$ cat src/rtl/priority_encoder_reg_if.sv
// Request/index bundle for priority_encoder_reg: capture inputs, the valid/ready index stream and
// the pending-vector view. master = encoder side, slave = source/consumer side.
interface priority_encoder_reg_if #(
  parameter int unsigned N = 4,
  parameter int unsigned W = 2
);
  logic         en;
  logic [N-1:0] in;
  logic [W-1:0] out;
  logic         out_valid;
  logic         out_ready;
  logic [N-1:0] pending;

  modport master (
    input  en,
    input  in,
    input  out_ready,
    output out,
    output out_valid,
    output pending
  );

  modport slave (
    output en,
    output in,
    output out_ready,
    input  out,
    input  out_valid,
    input  pending
  );
endinterface

$ cat src/rtl/priority_encoder_reg.sv
// Registered N-to-W priority encoder with sticky request buffering and a valid/ready index output.
// Define ROUND_ROBIN_EN for rotating priority; the default build uses fixed highest-index-wins.
module priority_encoder_reg #(
  parameter int unsigned N = 4,
  parameter int unsigned W = 2
) (
  input logic                   clk,
  input logic                   rst,
  priority_encoder_reg_if.master bus
);

  typedef enum logic [0:0] {StIdle, StValid} state_e;

  state_e       state_q, state_d;
  logic [N-1:0] pend_q, pend_d;
  logic [W-1:0] out_q, out_d;
  logic [N-1:0] served;
  logic [N-1:0] remain;
  logic         fire;
  logic         load;
  logic [W-1:0] sel_idx;
  logic         sel_hit;

  assign bus.out       = out_q;
  assign bus.out_valid = (state_q == StValid);
  assign bus.pending   = pend_q;

  assign fire   = bus.out_valid & bus.out_ready;
  assign served = fire ? (N'(1) << out_q) : '0;
  // In IDLE nothing is served, so remain == pend_q and one selector covers both states.
  assign remain = pend_q & ~served;
  assign pend_d = remain | (bus.en ? bus.in : '0);

`ifdef ROUND_ROBIN_EN
  logic [W-1:0] ptr_q, ptr_d;

  // Search starts just above the last loaded index and wraps upward.
  always_comb begin
    sel_idx = '0;
    sel_hit = 1'b0;
    for (int k = 1; k <= int'(N); k++) begin
      int j;
      j = int'(ptr_q) + k;
      if (j >= int'(N)) j = j - int'(N);
      if (!sel_hit && remain[j]) begin
        sel_idx = W'(j);
        sel_hit = 1'b1;
      end
    end
  end

  assign ptr_d = load ? sel_idx : ptr_q;

  always_ff @(posedge clk) begin
    if (rst) begin
      ptr_q <= W'(N - 1);
    end else begin
      ptr_q <= ptr_d;
    end
  end
`else
  // Later iterations overwrite earlier ones, so the highest set index wins.
  always_comb begin
    sel_idx = '0;
    sel_hit = 1'b0;
    for (int i = 0; i < int'(N); i++) begin
      if (remain[i]) begin
        sel_idx = W'(i);
        sel_hit = 1'b1;
      end
    end
  end
`endif

  always_comb begin
    state_d = state_q;
    out_d   = out_q;
    load    = 1'b0;
    unique case (state_q)
      StIdle: begin
        if (sel_hit) begin
          load    = 1'b1;
          state_d = StValid;
        end
      end
      StValid: begin
        if (fire) begin
          if (sel_hit) begin
            load = 1'b1;
          end else begin
            state_d = StIdle;
          end
        end
      end
      default: state_d = StIdle;
    endcase
    if (load) out_d = sel_idx;
  end

  always_ff @(posedge clk) begin
    if (rst) begin
      state_q <= StIdle;
      pend_q  <= '0;
      out_q   <= '0;
    end else begin
      state_q <= state_d;
      pend_q  <= pend_d;
      out_q   <= out_d;
    end
  end

endmodule
$ cat src/flat_wrapper.sv
// flat-port wrapper written by rule: the top's interface ports become plain ports
module priority_encoder_reg_flat 
#(
  parameter int unsigned N = 4,
  parameter int unsigned W = 2
)
  (clk, rst, bus_en, bus_in, bus_out_ready, bus_out, bus_out_valid, bus_pending);
  priority_encoder_reg_if #(.N(N), .W(W)) bus_i ();
  input logic clk;
  input logic rst;
  input wire logic [$bits(bus_i.en)-1:0] bus_en;
  input wire logic [$bits(bus_i.in)-1:0] bus_in;
  input wire logic [$bits(bus_i.out_ready)-1:0] bus_out_ready;
  output wire logic [$bits(bus_i.out)-1:0] bus_out;
  output wire logic [$bits(bus_i.out_valid)-1:0] bus_out_valid;
  output wire logic [$bits(bus_i.pending)-1:0] bus_pending;
  assign bus_i.en = bus_en;
  assign bus_i.in = bus_in;
  assign bus_i.out_ready = bus_out_ready;
  assign bus_out = bus_i.out;
  assign bus_out_valid = bus_i.out_valid;
  assign bus_pending = bus_i.pending;
  priority_encoder_reg #(.N(N), .W(W)) u_core (.clk(clk), .rst(rst), .bus(bus_i));
endmodule
$ cat config.mk
export PLATFORM = sky130hd
export DESIGN_NAME = priority_encoder_reg_flat
export DESIGN_NICKNAME = d
export VERILOG_FILES = /design/src/rtl/priority_encoder_reg_if.sv /design/src/rtl/priority_encoder_reg.sv /design/src/flat_wrapper.sv
export SDC_FILE = /design/constraint.sdc
export NUM_CORES = 1
export LEC_CHECK = 0
export BUFFER_PORTS_ARGS = -buffer_cell sky130_fd_sc_hd__buf_4
export CAP_MARGIN = 20
export CORE_AREA = 2 2 39 41
export DETAILED_ROUTE_END_ITERATION = 10
export DIE_AREA = 0 0 41 43
export GPL_ROUTABILITY_DRIVEN = 0
export GPL_TIMING_DRIVEN = 0
export SYNTH_ARGS = -nofsm -noshare
export SYNTH_HDL_FRONTEND = slang
export SYNTH_SLANG_ARGS = --single-unit
$ cat constraint.sdc
create_clock -name clk -period 4 [get_ports clk]
set_input_delay 0.4 -clock clk [delete_from_list [all_inputs] [get_ports clk]]
set_output_delay 0.4 -clock clk [all_outputs]
set_load 0.01 [all_outputs]
# After elaboration in Yosys (flattened, before gate mapping)
# Cells that the tools add are included.
# op_classes
shifts	1
mux	14
n_bitwise	5
# op_table
operator	n
1-bit 2-to-1 mux	8
4-bit 2-to-1 mux	2
4-bit bitwise AND	1
2-bit 2-to-1 mux	2
4-bit inverter	1
4-bit bitwise OR	1
1-bit one-hot mux with 2 select lines	2
1-bit by 2-bit left shift with 4-bit output, first input constant	1
1-bit bitwise AND	1
1-bit inverter	1
# totals
regBits	7
in_bits	8
out_inout_bits	7
elab_cells	23

# Longest topological paths before layout
# Gate-level depths: netlist of run 1.
# depth
depth_word	11
ltp_mapped	5
depth_no_buf	4

# Worst setup path before layout of run 1
# OpenSTA, ideal clock, no wires.
# synth_path
path_kind	reg2reg
from	register u_core.out_q[1], in the netlist u_core.bus.out[1]
to	register u_core.out_q[0], in the netlist u_core.bus.out[0]
setup_time_ns	0.059
arrival_time_ns	1.355
required_time_ns	3.941
setup_slack_ns	2.585
path_stages_with_launch	6
path_buffers	1
period_less_slack_ns	1.415
path_cell_list	dfxtp_1 buf_4 and2b_2 a211o_1 a221oi_2 a41o_1
# synth_via
elab_chain_cells	11
elab_cells_between_ends	14
classes_between	shift: 1; mux: 11; bitwise: 2
# synth_lines
element	line_no	rtl
start: declaration	priority_encoder_reg.sv:16	logic [W-1:0] out_q, out_d;
start signal: assignment	priority_encoder_reg.sv:108	out_q <= out_d;
1-bit by 2-bit left shift with 4-bit output *	priority_encoder_reg.sv:29	assign served = fire ? (N'(1) << out_q) : '0;
4-bit 2-to-1 mux *	priority_encoder_reg.sv:29	
4-bit inverter *	priority_encoder_reg.sv:31	assign remain = pend_q & ~served;
4-bit bitwise AND *	priority_encoder_reg.sv:31	
1-bit 2-to-1 mux (4 in series)	priority_encoder_reg.sv:67	if (remain[i]) begin
1-bit 2-to-1 mux	priority_encoder_reg.sv:81, priority_encoder_reg.sv:88	
1-bit 2-to-1 mux	priority_encoder_reg.sv:87	if (fire) begin
1-bit one-hot mux with 2 select lines	priority_encoder_reg.sv:79	unique case (state_q)
# Every way passes the cells marked *; elsewhere a longest branch is shown, timed or not.
# A chain may end at the register's enable or synchronous reset.

# Worst setup path in the final report of run 1
# layout_path
from	register u_core.state_q, in the netlist u_core.bus.out_valid
to	register u_core.out_q[0], in the netlist u_core.bus.out[0]
# layout_via
elab_chain_cells	11
elab_cells_between_ends	15
classes_between	mux: 11; bitwise: 4
# layout_lines
element	line_no	rtl
start: declaration	priority_encoder_reg.sv:14	state_e state_q, state_d;
start signal: assignment	priority_encoder_reg.sv:102	state_q <= StIdle;
start signal: assignment	priority_encoder_reg.sv:106	state_q <= state_d;
1-bit bitwise AND	priority_encoder_reg.sv:28	assign fire = bus.out_valid & bus.out_ready;
4-bit 2-to-1 mux	priority_encoder_reg.sv:29	
4-bit inverter	priority_encoder_reg.sv:31	
4-bit bitwise AND	priority_encoder_reg.sv:31	
1-bit 2-to-1 mux (4 in series)	priority_encoder_reg.sv:67	
1-bit 2-to-1 mux	priority_encoder_reg.sv:81, priority_encoder_reg.sv:88	
1-bit 2-to-1 mux	priority_encoder_reg.sv:87	
1-bit one-hot mux with 2 select lines	priority_encoder_reg.sv:79	
# Parallel ways exist; a longest one is shown, timed or not.

==> results of run 1 <==
==> final cells by class <==
type | instances | area (sq um)
Buffer | 3 | 26.3
Clock buffer | 4 | 26.3
Fill cell | 133 | 807
Inverter | 2 | 7.51
Multi-Input combinational cell | 37 | 251
Sequential cell | 7 | 140
Tap cell | 16 | 20.0
Timing Repair Buffer | 14 | 105
==> kinds of logic (layout without fill, tap and decap cells) <==
group	Yosys count	in the layout	share of synthesized area, %
DFF	7	7	32.9
AOI/OAI and AO/OA	17	17	30.0
muxes	3	3	7.06
buffers and inverters	5	23	7.94
and+or+nand+nor	17	17	22.1
==> path summary, 6_finish.rpt <==
path                                           end                              from  slack, ns  cells after the start
setup / recovery    u_core.bus.out[0]$_SDFFE_PP0P_   u_core.bus.out_valid$_SDFF_PP0_       2.56                      5
hold / removal      u_core.bus.out[1]$_SDFFE_PP0P_                               rst       0.36                      2
setup reg to reg    u_core.bus.out[0]$_SDFFE_PP0P_   u_core.bus.out_valid$_SDFF_PP0_       2.56                      5
hold reg to reg   u_core.bus.pending[0]$_SDFF_PP0_  u_core.bus.pending[0]$_SDFF_PP0_       0.54                      2
==> cell usage after synthesis, drive strengths merged (2+ instances only) <==
cell type  instances
nor2               6
and2b              3
nand4              2
inv                2
a21o               2
o21ai              2
a21oi              3
o31ai              3
a22oi              2
dfxtp              7
buf                3
nand2              3
mux2i              3
==> layer usage <==
| metal | global-route usage (%) | up-vias | wire [um] |
|---|---|---|---|
| met1 | 20.6 | 216 | 458 |
| met3 | 9.42 | 2 | 74 |
| met4 | 6.00 | 0 | 8 |
| met5 | 0 | - | 0 |
| met2 | 18.8 | 17 | 491 |
| li1 | - | 221 | - |
==> metrics by stage <==
stage	power (mW)	util, %	instances	cell area [sq um]
2_1_floorplan	0.121	-	49	425
4_1_cts	0.215	41.7	83	577
6_report	0.211	41.7	83	577
5_1_grt	0.227	41.7	83	577
3_3_place_gp	0.145	39.8	79	551
3_5_place_dp	0.145	39.8	79	551
==> power breakdown <==
part | internal, mW | switching, mW
clock network | 0.0383 | 0.0292
registers | 0.0763 | 0.00613
logic | 0.0315 | 0.0299
total | 0.146 | 0.0653
==> registers in the layout (all words and copies together) (netlist names) <==
signal,flops
u_core.bus.out,2
u_core.bus.out_valid,1
u_core.bus.pending,4
==> impl_metrics.ini, run 1 <==
[critical_path]
cp_num_buf_inv = 1
crit_path_start_kind = register
critPathCaptureType = register
critical-path-top-delay-family = compound AO/OA/AOI/OAI gates
crit_type = register to register
cp_max_fo = 10
cpMaxStageDelayCell = a311o_1
arrival_ns = 1.65
path_cells = buf_4 -> and2b_1 -> a311o_1 -> a221oi_2 -> a41o_1
worstPathRequired_ns = 4.21
cpPeakStageDelay_ns = 0.33

[global_route]
gr-usage-all-layers_pct = 15.2
grt_antenna_before_repair = 0
grt_max_degree = 11
grt_pass1_vias = 377
grt-ovfl-total = 0
grt_pass1_wl_mm = 1.75

[die]
pin_count = 15
dieWidth_um = 41
core-area_sq_um = 1380
die_height_um = 43
num_rows = 14
die-area_sq_um = 1760
start_util_pct = 30.7

[yosys]
ys_ff_latch = 7
avgSynthCellArea_sq_um = 8.68
synth_area_sq_um = 425
syn_nets = 57
yosys_warnings = 0
synthFlopType = dfxtp_1
synth_area_leaders = dfxtp_1, mux2i_1, nor2_1
synth_cell_types = 23
ys_seq_area_share_pct = 32.9
synth_cells = 49
synth_top_area_share_pct = 32.9
synth_edf_count = 0
synth_async_sr_flop_share_pct = 0
post-synth-top-area-cell = dfxtp_1

[cts]
insertion_delay_ns = 0.26
clock_sinks = 7
cts_buffers = 3
post_cts_resized = 0
htreeDepth = 1
cts_buffer_depth = 2
clk_pin_slew_ns = 0.06
postCtsHoldBufs = 0
root_buffer = clkbuf_4
cts_tree = built
post-cts-setup-buffers = 0

[cells_and_area]
final_common_cell = buf_4
num_antenna_cells = 0
nets = 76
area_growth_pct = 35.6
layout-drive-gt1-share_pct = 37.3
layout_common_cells = buf_4, dfxtp_1, nor2_1

[sta]
drv_slew = 0
tightestPinTransition_ns = 0.267
setup_ws_ns = 2.56
tns_ns = 0
whs_ns = 0.363
finalHoldViolations = 0
skew_ns = 0.00497
timing.final.crit_share_pct = 36.0
period_needed_ns = 1.44
rsz0062_at_grt = no
fmax_mhz = 694
setup-violations-final = 0
slew_headroom_pct = 82.0

[placed_design]
dp_hpwl_um = 744
preCtsSetupSlack_ns = 2.48
io_buffers = 14

[detailed_routing]
drt_wl_total_mm = 1.03
vias = 456
dr.first_iter.drc_count = 9
via_per_inst = 5.49
first_pass_iters = 4
drc_errors = 0
ant_nets = 0
wl_per_cell_um = 12.4

[power]
worst_ir_drop_vdd_mv = 0.239
p_per_area_nw_per_um2 = 366
p_leak_nw = 0.263

[flow_run]
maxCapViolCount = 0

[worst_hold_path]
min_path_type = input pin to register

[run_status]
status = completed
No activity file was read; power rests on OpenSTA's default activity.
==> run 2, diff against run 1 <==
Clock period 4 ns to 1.44 ns, I/O delays scaled along.
==> run 2 against run 1 <==
Net effect: sequential cell count is the same; routed wire length grew 6.7%; non-clock buffer count grew 3; clock power grew to 2.8 times the previous value; core utilization grew 2.4 points; register-to-register slack lost 2.5 ns; via count grew 0.66%; setup slack lost 2.5 ns; sequential share of layout area shrank 0.32 points; critical path depth shrank 1; clock-buffer cell count is the same; critical path type unchanged; critical endpoint unchanged.
==> impl_metrics.ini, run 2 (same netlist as run 1, synthesis figures left out) <==
[power]
p_per_area_nw_per_um2 = 998
power.total_uw = 609
p_leak_nw = 0.281
worst_ir_drop_vdd_mv = 0.666

[placed_design]
placed_cell_area_sq_um = 551
dp_hpwl_um = 744
preCtsSetupSlack_ns = 0.0105
placed_cells = 79
io_buffers = 14

[cts]
cts_buffer_depth = 2
clock_sinks = 7
clk_pin_slew_ns = 0.06
htreeDepth = 1
root_buffer = clkbuf_4
postCtsHoldBufs = 0
cts_buffers = 3
cts_tree = built
insertion_delay_ns = 0.26

[global_route]
grt_use_met1_pct = 21.0
grt_max_degree = 12
gr-usage-all-layers_pct = 15.6
grt_pass1_vias = 384
grt_antenna_before_repair = 0
grt-ovfl-total = 0
grt_use_met3_pct = 9.42
grt_pass1_wl_mm = 1.80
use_met2_pct = 19.7
grt.busiest_layer = met1

[cells_and_area]
final_area_sq_um = 611
layout_common_cells = buf_4, nor2_1, dfxtp_1
area_growth_pct = 43.5
largest_reg_flops = 4
post-route-util_pct = 44.1
final_common_cell = buf_4
num_antenna_cells = 0
layout-drive-gt1-share_pct = 45.7
nets = 79
instances_no_fill = 86

[die]
start_util_pct = 30.7
dieWidth_um = 41
die-area_sq_um = 1760
pin_count = 15
core-area_sq_um = 1380
num_rows = 14
die_height_um = 43

[sta]
setup_ws_ns = 0.0303
skew_ns = 0.00519
setup-violations-final = 0
tns_ns = 0
finalHoldViolations = 0
fmax_mhz = 709
tightestPinTransition_ns = 0.287
period_needed_ns = 1.41
timing.final.crit_share_pct = 97.9
whs_ns = 0.0950
slew_headroom_pct = 80.7
rsz0062_at_grt = yes
drv_slew = 0

[detailed_routing]
via_per_inst = 5.34
vias = 459
dr.first_iter.drc_count = 18
ant_nets = 0
first_pass_iters = 4
wl_per_cell_um = 12.8
drt_wl_total_mm = 1.10
drc_errors = 0

[critical_path]
cpPeakStageDelay_ns = 0.38
worstPathRequired_ns = 1.65
cp_max_fo = 7
path_cells = and2b_2 -> a311o_1 -> a221oi_2 -> a41o_1
cpMaxStageDelayCell = a311o_1
crit_path_start_kind = register
startpoint = u_core.bus.out_valid$_SDFF_PP0_
critPathCaptureType = register
arrival_ns = 1.62
r2r-start = u_core.bus.out_valid$_SDFF_PP0_
crit_type = register to register

[worst_hold_path]
hp-start = rst
min_path_type = input pin to register

[run_status]
status = completed

[flow_run]
maxCapViolCount = 0
[run 2: changes by cell type in the layout (fill, tap and decap cells not counted)]
| cell | change |
|---|---|
| buf_6 | +1 |
| dfxtp_4 | +1 |
| and2b_2 | +1 |
| dfxtp_1 | -3 |
| buf_4 | +2 |
| dfxtp_2 | +2 |
| and2b_1 | -1 |
[run 2: final timing paths]
check	slack (ns)	to	depth (start not counted)
worst max-delay path	0.03	u_core.bus.out[0]$_SDFFE_PP0P_	4
worst min-delay path	0.09	u_core.bus.out_valid$_SDFF_PP0_	2
worst max register to register	0.03	u_core.bus.out[0]$_SDFFE_PP0P_	4
worst min register to register	0.54	u_core.bus.pending[0]$_SDFF_PP0_	2
[run 2: critical path, delay by kind of cell (launching register included)]
family	cells	cell delay, ns
AOI/OAI and AO/OA	3	0.78
DFF	1	0.36
and+or+nand+nor	1	0.22
[run 2: metal layers]
layer | up-vias | part of all wire, %
li1 | 228 | -
met1 | 215 | 44
met2 | 14 | 49
met3 | 2 | 6.4
met4 | 0 | 0.73
met5 | - | 0
[run 2: final cells by class]
type | instances | area, sq um
Fill cell | 137 | 773
Multi-Input combinational cell | 37 | 253
Sequential cell | 7 | 146
Timing Repair Buffer | 18 | 135
Clock buffer | 4 | 26.3
Buffer | 2 | 22.5
Tap cell | 16 | 20.0
Inverter | 2 | 7.51
[run 2: repair_timing]
action                     in CTS  in global routing
pin swaps                       2                  3
hold endpoints to repair        0                  0
gates resized for setup         4                  2
buffers inserted                1                  3
setup endpoints to repair       1                  1
[run 2: where the power goes]
group | switching, mW | leakage (nW) | internal, mW | total [mW]
Sequential | 0.0227 | 0.0592 | 0.214 | 0.237
Combinational | 0.0836 | 0.207 | 0.101 | 0.185
Clock | 0.0814 | 0.0150 | 0.106 | 0.188
